File: src/rtl/alu_tx_interface_pkg.sv
// alu_tx_interface_pkg: shared ASCII codes, command letters, FSM encoding and a power-of-ten helper
package alu_tx_interface_pkg;
  localparam logic [7:0] ASCII_ZERO  = 8'd48;
  localparam logic [7:0] ASCII_PLUS  = 8'd43;
  localparam logic [7:0] ASCII_MINUS = 8'd45;
  localparam logic [7:0] ASCII_NL    = 8'd10;
  localparam logic [7:0] CMD_F = 8'd102;
  localparam logic [7:0] CMD_S = 8'd115;
  localparam logic [7:0] CMD_O = 8'd111;
  localparam logic [7:0] CMD_D = 8'd100;
  localparam logic [2:0] S_IDLE = 3'd0;
  localparam logic [2:0] S_CONV = 3'd1;
  localparam logic [2:0] S_SEND = 3'd2;
  localparam logic [2:0] S_WAIT = 3'd3;
  localparam logic [2:0] S_ACK  = 3'd4;
  localparam logic [2:0] S_CLR  = 3'd5;
  function automatic int pow10(input int k);
    int p;
    p = 1;
    for (int i = 0; i < 9; i++) p = (i < k) ? p * 10 : p;
    return p;
  endfunction
endpackage

File: src/rtl/alu_tx_interface_bin_to_ascii_dec.sv
// bin_to_ascii_dec: sequential repeated-subtraction binary to ASCII decimal converter
// Ports: clk, reset (async active-low), start (load magnitude), magnitude[DBIT-1:0],
//        done (one-cycle pulse when digits are valid), digits[NDIG-1:0][7:0] (index NDIG-1 = MSD)
module bin_to_ascii_dec
  import alu_tx_interface_pkg::*;
#(
  parameter int DBIT = 8,
  parameter int NDIG = 3
) (
  input  logic                 clk,
  input  logic                 reset,
  input  logic                 start,
  input  logic [DBIT-1:0]      magnitude,
  output logic                 done,
  output logic [NDIG-1:0][7:0] digits
);
  localparam int IW = NDIG > 1 ? $clog2(NDIG) : 1;
  logic                 run;
  logic [IW-1:0]        idx;
  logic [DBIT-1:0]      rem;
  logic [NDIG-1:0][3:0] d;
  logic [31:0]          w;
  assign w = pow10(int'(idx));
  // One subtraction per cycle at the current weight; a failed compare moves to the next digit,
  // and whatever is left at weight 1 is the units digit.
  always_ff @(posedge clk or negedge reset)
    if (!reset) begin
      run  <= 1'b0;
      done <= 1'b0;
      idx  <= '0;
      rem  <= '0;
      d    <= '0;
    end else begin
      done <= 1'b0;
      if (start) begin
        run <= 1'b1;
        idx <= IW'(NDIG - 1);
        rem <= magnitude;
        d   <= '0;
      end else if (run) begin
        if (idx == '0) begin
          d[0] <= rem[3:0];
          run  <= 1'b0;
          done <= 1'b1;
        end else if (32'(rem) >= w) begin
          rem    <= rem - DBIT'(w);
          d[idx] <= d[idx] + 4'd1;
        end else idx <= idx - 1'b1;
      end
    end
  always_comb
    for (int i = 0; i < NDIG; i++) digits[i] = ASCII_ZERO + {4'd0, d[i]};
endmodule

File: src/rtl/alu_tx_interface.sv
// alu_tx_interface: latches the ALU result on a complete command and streams it as signed ASCII decimal over UART TX
// Ports: clk, reset (async active-low), rx_empty (command complete), result[DBIT-1:0] (signed ALU output),
//        tx_done_tick (byte sent), tx_start (send din), din[7:0] (byte), rd (ack to RX parser), busy (not IDLE)
module alu_tx_interface
  import alu_tx_interface_pkg::*;
#(
  parameter int DBIT = 8,
  parameter int NDIG = 3
) (
  input  logic            clk,
  input  logic            reset,
  input  logic            rx_empty,
  input  logic [DBIT-1:0] result,
  input  logic            tx_done_tick,
  output logic            tx_start,
  output logic [7:0]      din,
  output logic            rd,
  output logic            busy
);
  localparam int BW = $clog2(NDIG + 2);
  logic [2:0]           state;
  logic [DBIT-1:0]      res_q;
  logic [DBIT-1:0]      mag;
  logic                 conv_start;
  logic                 conv_done;
  logic [BW-1:0]        bidx;
  logic [NDIG-1:0][7:0] digits;
  logic [NDIG+1:0][7:0] frame;
  // Negating in DBIT bits maps the most negative value onto itself, which read unsigned is its magnitude.
  assign mag  = res_q[DBIT-1] ? -res_q : res_q;
  assign busy = state != S_IDLE;
  always_comb begin
    frame[0] = res_q[DBIT-1] ? ASCII_MINUS : ASCII_PLUS;
    for (int i = 0; i < NDIG; i++) frame[i+1] = digits[NDIG-1-i];
    frame[NDIG+1] = ASCII_NL;
  end
  bin_to_ascii_dec #(.DBIT(DBIT), .NDIG(NDIG)) u_conv (
    .clk      (clk),
    .reset    (reset),
    .start    (conv_start),
    .magnitude(mag),
    .done     (conv_done),
    .digits   (digits)
  );
  always_ff @(posedge clk or negedge reset)
    if (!reset) begin
      state      <= S_IDLE;
      res_q      <= '0;
      conv_start <= 1'b0;
      bidx       <= '0;
      tx_start   <= 1'b0;
      din        <= '0;
      rd         <= 1'b0;
    end else begin
      conv_start <= 1'b0;
      tx_start   <= 1'b0;
      rd         <= 1'b0;
      case (state)
        S_IDLE: if (rx_empty) begin
          res_q      <= result;
          conv_start <= 1'b1;
          state      <= S_CONV;
        end
        S_CONV: if (conv_done) begin
          bidx  <= '0;
          state <= S_SEND;
        end
        S_SEND: begin
          din      <= frame[bidx];
          tx_start <= 1'b1;
          state    <= S_WAIT;
        end
        S_WAIT: if (tx_done_tick) begin
          state <= bidx == BW'(NDIG + 1) ? S_ACK : S_SEND;
          bidx  <= bidx == BW'(NDIG + 1) ? bidx : bidx + 1'b1;
        end
        S_ACK: begin
          rd    <= 1'b1;
          state <= S_CLR;
        end
        // Holding here until the parser drops rx_empty keeps the same command from being sent twice.
        S_CLR: if (!rx_empty) state <= S_IDLE;
        default: state <= S_IDLE;
      endcase
    end
endmodule

File: config.mk
export PLATFORM = sky130hd
export DESIGN_NAME = alu_tx_interface
export DESIGN_NICKNAME = d
export VERILOG_FILES = /design/src/rtl/alu_tx_interface_pkg.sv /design/src/rtl/alu_tx_interface_bin_to_ascii_dec.sv /design/src/rtl/alu_tx_interface.sv
export SDC_FILE = /design/constraint.sdc
export NUM_CORES = 1
export LEC_CHECK = 0
export ABC_AREA = 1
export ABC_CLOCK_PERIOD_IN_PS = 3100
export CORE_ASPECT_RATIO = 0.8
export CORE_MARGIN = 4
export CORE_UTILIZATION = 52
export CTS_CLUSTER_SIZE = 12
export DETAILED_ROUTE_END_ITERATION = 12
export DONT_BUFFER_PORTS = 1
export GPL_ROUTABILITY_DRIVEN = 0
export PLACE_DENSITY = 0.67
export SLEW_MARGIN = 20
export SYNTH_ARGS = -nofsm -noshare
export SYNTH_HDL_FRONTEND = slang
export SYNTH_SLANG_ARGS = --single-unit
File: constraint.sdc
create_clock -name clk -period 3.1 [get_ports clk]
set_input_delay 0.62 -clock clk [delete_from_list [all_inputs] [get_ports clk]]
set_output_delay 0.62 -clock clk [all_outputs]
set_load 0.03 [all_outputs]
==> results of run 1 <==
[final cells by class]
type,count,area (um^2)
clock buffers,5,68.82
clock inverters,3,43.79
flip-flops and latches,47,1176
repair buffers,3,37.54
inverters,59,221.5
fillers,511,2327
multi-input cells,281,1523
well taps,78,97.59
[per-stage QoR]
step,total power (uW),setup slack (ps)
after floorplan,2654,829.6
after global placement,3037,581.6
after detailed placement,3062,473.6
after CTS,3534,460.7
after global routing,3942,77.28
final,3549,444.8
[power by group through the flow]
stage | Sequential, uW | Combinational (uW) | Clock (uW)
2_1_floorplan | 1100 | 1560 | 0
3_3_place_gp | 1180 | 1860 | 0
3_5_place_dp | 1180 | 1880 | 0
4_1_cts | 1170 | 1910 | 458
5_1_grt | 1210 | 2240 | 490
6_report | 1170 | 1930 | 450
[cell families after synthesis]
family	after synthesis
AOI/OAI and AO/OA	62
xor gates and xnor gates	3
adders and majority gates	21
buffers and inverters	69
DFF	47
other	1
and+or+nand+nor	193
[synthesized netlist by cell type]
| library cell | instances |
|---|---|
| nor3_4 | 1 |
| a21o_1 | 1 |
| buf_6 | 2 |
| buf_2 | 4 |
| a31oi_1 | 1 |
| o32ai_1 | 1 |
| nand2_4 | 2 |
| nand3_4 | 1 |
| nand2_2 | 1 |
| or2_2 | 1 |
| inv_1 | 53 |
| nand3b_1 | 5 |
| a21oi_1 | 13 |
| conb_1 | 1 |
| o21ai_0 | 32 |
| o21ai_1 | 4 |
| nor2_2 | 1 |
| ha_1 | 20 |
| buf_4 | 2 |
| o22ai_1 | 8 |
| o211ai_1 | 1 |
| xnor2_1 | 2 |
| nor3_1 | 6 |
| nand4_1 | 6 |
| nor2_1 | 20 |
| clkbuf_1 | 2 |
| clkinv_1 | 4 |
| fa_1 | 1 |
| inv_2 | 2 |
| nand2_1 | 102 |
| and2_1 | 1 |
| nand3_2 | 1 |
| xor2_1 | 1 |
| o221ai_1 | 1 |
| dfrtp_1 | 47 |
| nand3_1 | 44 |
| nor3_2 | 1 |
[cells in the final DEF (no fill, tap or decap), drive strengths merged, types with 2 or more instances in the layout]
cell / instances
nand3: 46
dfrtp: 47
o21ai: 36
ha: 20
nand4: 6
inv: 55
buf: 2
nor3: 8
clkinv: 6
o22ai: 8
a21oi: 13
nand3b: 5
xnor2: 2
nor2: 21
clkbuf: 5
nand2: 105
conb: 2
[worst paths after layout]
kind                               startpoint            end  slack (ps)  cells after the start
min in group clk                    result[3]       res_q[3]         440                      2
max in group asynchronous               reset    u_conv.d[2]        2000                      1
worst max-delay path            u_conv.idx[0]    u_conv.d[6]         440                     13
worst min-delay path                    reset  u_conv.idx[0]         140                      1
worst min register to register   u_conv.d[11]   u_conv.d[11]         520                      2
worst max register to register  u_conv.idx[0]    u_conv.d[6]         440                     13
[per-layer routing]
layer	global-route usage [%]	vias to the layer above	wire length [um]
li1	-	1290	-
met1	30.55	1112	3304
met2	28.05	79	2641
met3	4.640	5	411
met4	5.528	0	49
met5	0	-	0
[sequential cells by signal (all words and copies together), names as in the netlist]
name,cells
tx_start,1
conv_start,1
u_conv.done,1
u_conv.d,12
u_conv.run,1
res_q,8
u_conv.idx,2
din,6
rd,1
u_conv.rem,8
state,3
bidx,3
[critical path, delay by kind of cell, from the launching register on]
| family | cells | cell delay (ps) |
|---|---|---|
| buffers and inverters | 1 | 230 |
| and+or+nand+nor | 10 | 1120 |
| DFF | 1 | 550 |
| adders and majority gates | 2 | 670 |
==> flow_summary_export.csv, run 1 <==
group,metric,value,unit
outcome,run_status,"completed",
sta,tns,0,ps
power,clkPwrFrac,12.7,%
synth,synth.area.mux_share,0,%
place,dp_hpwl,4768,um
detailed_routing,post_drt_wl_per_cell,13.46,um
floorplan,ioPinCount,23,
sta,clock.fmax,376.6,MHz
place,dp_cells,466,
floorplan,placementRows,24,
clock_network,root_buffer,"clkbuf_8",
sta,hold_viol,0,
detailed_routing,via_per_inst,5.223,
synth,yosys-top-cells-area,"dfrtp_1 39%, nand2_1 13%, ha_1 8.4%",
sta,clock-skew-final,5.878,ps
power,p_int,1807,uW
critical_path,cp_slowest_stage_delay,550,ps
detailed_routing,first_pass_iters,5,
detailed_routing,vias,2486,
sta,period_share,85.65,%
power,ir_worst_vdd,0.4936,mV
clock_network,cts_max_level,2,
clock_network,cts_made_buffers,5,
global_route,grt_pass1_vias,2176,
cells_and_area,final_layout_size_suffix_gt1_share,5.276,%
global_route,grt_pass1_wl,10820,um
clock_network,ctsHoldBuffers,1,
clock_network,clkSinkCount,47,
cells_and_area,stdcell_count,476,
critical_path,worstPathMaxFanout,20,
critical_path,cp.required,3340,ps
power,powerDensity,1120,nW/um^2
critical_path,path_common_cell,"nand2_1",
sta,slew_headroom,63.64,%
critical_path,crit_chain,"inv_1 -> ha_1 -> nor3_1 -> nand3_1 -> ha_1 -> nand2_1 -> nor2_1 -> nand2_1 -> nand2_2 -> nand3_4 -> nand2_4 -> nand3_1 -> nand2_1",
synth,synthAdderAreaFrac,9.064,%
synth,synth_top_area_cell,"dfrtp_1",
clock_network,tritoncts,"yes",
synth,synthCells,396,
floorplan,start_util,54.26,%
power,seqPwrFrac,33.0,%
cells_and_area,final_cell_area,3168,um^2
global_route,overflow,0,
clock_network,clockBufferDepth,2,
power,p_leak,0.001601,uW
synth,avgSynthCellArea,7.529,um^2
synth,yosys.area_share.simple,29.67,%
synth,synth_xor_area_share,0.8812,%
synth,ys_seq_area_share,39.45,%
clock_network,clock_latency,300,ps
sta,tightest_slew,543.6,ps
clock_network,cts_resized,0,
synth,ys_warn_count,0,
synth,synth_compound_area_share,11.20,%
sta,rsz0062_at_grt,"false",
global_route,antenna_found_initial,0,
synth,synthDistinctLibCells,37,
clock_network,clk_pin_slew_worst_paths,90,ps
critical_path,slowest_stage,"dfrtp_1",
critical_path,critical_path_class,"reg2reg",
floorplan,core_area,5495,um^2
power,swShare,49.07,%
cells_and_area,area_growth,6.253,%
synth,synth_top_family_by_area,"simple AND/OR/NAND/NOR gates",
sta,min_period,2655,ps
critical_path,cp-end-kind,"flip-flop",
power,pwr-share-comb,54.3,%
synth,syn_area,2982,um^2
sta,drv_slew,0,
power,power_switching,1741,uW
critical_path,critPathLaunchType,"flip-flop",
cells_and_area,num_antenna_cells,0,
place,port_buffers,0,
place,place_area,3025,um^2
floorplan,dieHeight,75.73,um
sta,setup_violations,0,
synth,synth_top_area_share,39.45,%
global_route,grt_max_degree,37,
cells_and_area,fin_nets,430,
critical_path,cp.arrival,2900,ps
detailed_routing,drt_iter0_drc,224,
detailed_routing,drc,0,
hold_path,hp-class,"in2async",
detailed_routing,wl,6406,um
sta,fin_hold_ws,143.1,ps
global_route,grt_usage,19.91,%
cells_and_area,utilization,57.65,%
floorplan,die_w,92.66,um
floorplan,dieArea,7017,um^2
synth,ys_seq_elements,47,
clock_network,post_cts_buffers,0,
run,maxCapViolCount,0,
detailed_routing,ant_nets,0,
Note: power is estimated with default switching activity, not from simulation.
==> run 2: changes to the inputs <==
Settings changed: CORE_MARGIN 4 to unset, CORE_UTILIZATION 52 to 60, PLACE_DENSITY 0.67 to 0.76.
==> flow_summary_export.csv, run 2 (same netlist as run 1, synthesis figures left out) <==
group,metric,value,unit
power,seqPwrFrac,33.8,%
sta,tns,0,ps
cells_and_area,final_cell_mix,"102 x nand2_1, 53 x inv_1, 47 x dfrtp_1",
clock_network,clkSinkCount,47,
critical_path,r2r_start,"u_conv.idx[0]",
critical_path,critPathLaunchType,"flip-flop",
floorplan,dieArea,5257,um^2
sta,rsz0062_at_grt,"false",
sta,drv_slew,0,
detailed_routing,drc,0,
floorplan,placementRows,22,
power,pwr-share-comb,55.2,%
place,dp_hpwl,4718,um
detailed_routing,drt_iter0_drc,203,
cells_and_area,reg_top3,"u_conv.d: 12 flops, res_q: 8 flops, u_conv.rem: 8 flops",
sta,period_share,85.99,%
floorplan,ioPinCount,23,
sta,hold_viol,0,
clock_network,cts_made_buffers,5,
cells_and_area,largest_register_ffs,12,
critical_path,worstPathMaxFanout,20,
critical_path,cp.required,3340,ps
global_route,overflow,0,
floorplan,die_w,80.82,um
clock_network,cts_max_level,2,
sta,min_period,2666,ps
power,powerDensity,1117,nW/um^2
clock_network,clock_latency,300,ps
clock_network,tritoncts,"yes",
global_route,use_met2,43.28,%
detailed_routing,first_pass_iters,5,
clock_network,post_cts_buffers,0,
clock_network,root_buffer,"clkbuf_8",
critical_path,cp-end-kind,"flip-flop",
sta,clock-skew-final,9.517,ps
run,maxCapViolCount,0,
power,clkPwrFrac,11.0,%
cells_and_area,num_antenna_cells,0,
global_route,gr-usage-met1,39.96,%
clock_network,clk_pin_slew_worst_paths,90,ps
power,swShare,49.88,%
global_route,antenna_found_initial,0,
global_route,grt_max_degree,37,
critical_path,critical_path_class,"reg2reg",
sta,tightest_slew,517.2,ps
floorplan,dieHeight,65.05,um
cells_and_area,final_common_cell,"nand2_1",
critical_path,slowest_stage,"dfrtp_1",
cells_and_area,largest-register,"u_conv.d",
cells_and_area,area_growth,4.784,%
power,p_leak,0.001591,uW
critical_path,path_buf_inv,1,
global_route,grt_usage,27.59,%
cells_and_area,fin_nets,430,
detailed_routing,vias,2589,
sta,slew_headroom,65.40,%
cells_and_area,final_layout_size_suffix_gt1_share,5.038,%
detailed_routing,ant_nets,0,
cells_and_area,fill_cells,425,
critical_path,crit_family,"simple AND/OR/NAND/NOR gates",
sta,clock.fmax,375.1,MHz
global_route,grt_use_met3,4.225,%
detailed_routing,via_per_inst,5.665,
detailed_routing,wl,6352,um
power,ir_worst_vdd,0.5837,mV
global_route,grt_pass1_vias,2369,
place,port_buffers,0,
detailed_routing,post_drt_wl_per_cell,13.90,um
outcome,run_status,"completed",
critical_path,cp_slowest_stage_delay,560,ps
critical_path,path_common_cell,"nand2_1",
sta,setup_violations,0,
critical_path,crit_start,"u_conv.idx[0]",
critical_path,crit_chain,"inv_1 -> ha_1 -> nor3_1 -> nand3_1 -> ha_1 -> nand2_1 -> nor2_1 -> nand2_1 -> nand2_2 -> nand3_4 -> nand2_4 -> nand3_2 -> nand2_1",
floorplan,start_util,63.72,%
hold_path,hp-class,"in2async",
sta,fin_hold_ws,147.4,ps
critical_path,cp.arrival,2910,ps
global_route,grt_most_used_layer,"met2",
power,power_switching,1740,uW
clock_network,clockBufferDepth,2,
floorplan,core_area,4679,um^2
power,p_int,1749,uW
global_route,grt_pass1_wl,11070,um
-- run 2: routing by layer --
layer / routed length [um] / vias to the layer above
met5: 0 / -
met4: 66 / 0
met3: 334 / 10
met2: 2832 / 74
met1: 3118 / 1209
li1: - / 1296
-- run 2: power by group through the flow --
stage               clock (uW)  combinational (uW)  sequential, uW
finish                     384                1930            1180
CTS                        392                1890            1180
global route               419                2200            1210
detailed placement           0                1870            1190
global placement             0                1830            1180
floorplan                    0                1560            1100
-- run 2: path summary, 6_finish.rpt --
path	slack, ps	end	cells after the start
setup / recovery	430	u_conv.d[10]	13
hold / removal	150	u_conv.d[11]	1
setup reg to reg	430	u_conv.d[10]	13
hold reg to reg	520	u_conv.d[11]	2
max in group asynchronous	2030	u_conv.idx[0]	1
min in group clk	440	res_q[5]	2
-- run 2: worst reg2reg max path, cell delays in order (launching register included) --
cell	delay, ps
dfrtp_1	560
inv_1	240
ha_1	300
nor3_1	170
nand3_1	100
ha_1	360
nand2_1	80
nor2_1	90
nand2_1	80
nand2_2	110
nand3_4	110
nand2_4	220
nand3_2	110
nand2_1	80
-- run 2: final cells by class --
type / instances / area, um^2 / share of cell area, %
inverters: 59 / 221.5 / 7.088
well taps: 60 / 75.07 / 2.403
repair buffers: 3 / 37.54 / 1.201
multi-input cells: 281 / 1523 / 48.74
clock buffers: 6 / 82.58 / 2.643
clock inverters: 1 / 8.758 / 0.2803
flip-flops and latches: 47 / 1176 / 37.65
-- run 2: stage by stage --
step / std cells / worst slack [ps] / util [%] / cell area, um^2 / power, uW
6_report: 457 / 434.3 / 66.76 / 3124 / 3489
5_1_grt: 457 / 174.8 / 66.76 / 3124 / 3831
4_1_cts: 456 / 455.7 / 66.34 / 3104 / 3463
3_5_place_dp: 448 / 483.2 / 64.17 / 3003 / 3054
3_3_place_gp: 448 / 598.8 / 64.17 / 3003 / 3009
2_1_floorplan: 397 / 829.6 / - / 2985 / 2654
-- run 2: timing repair --
action / 4_1_cts / 5_1_grt
gates resized for setup: 0 / 0
endpoints found under the hold margin: 12 / 35
hold buffers: 1 / 1
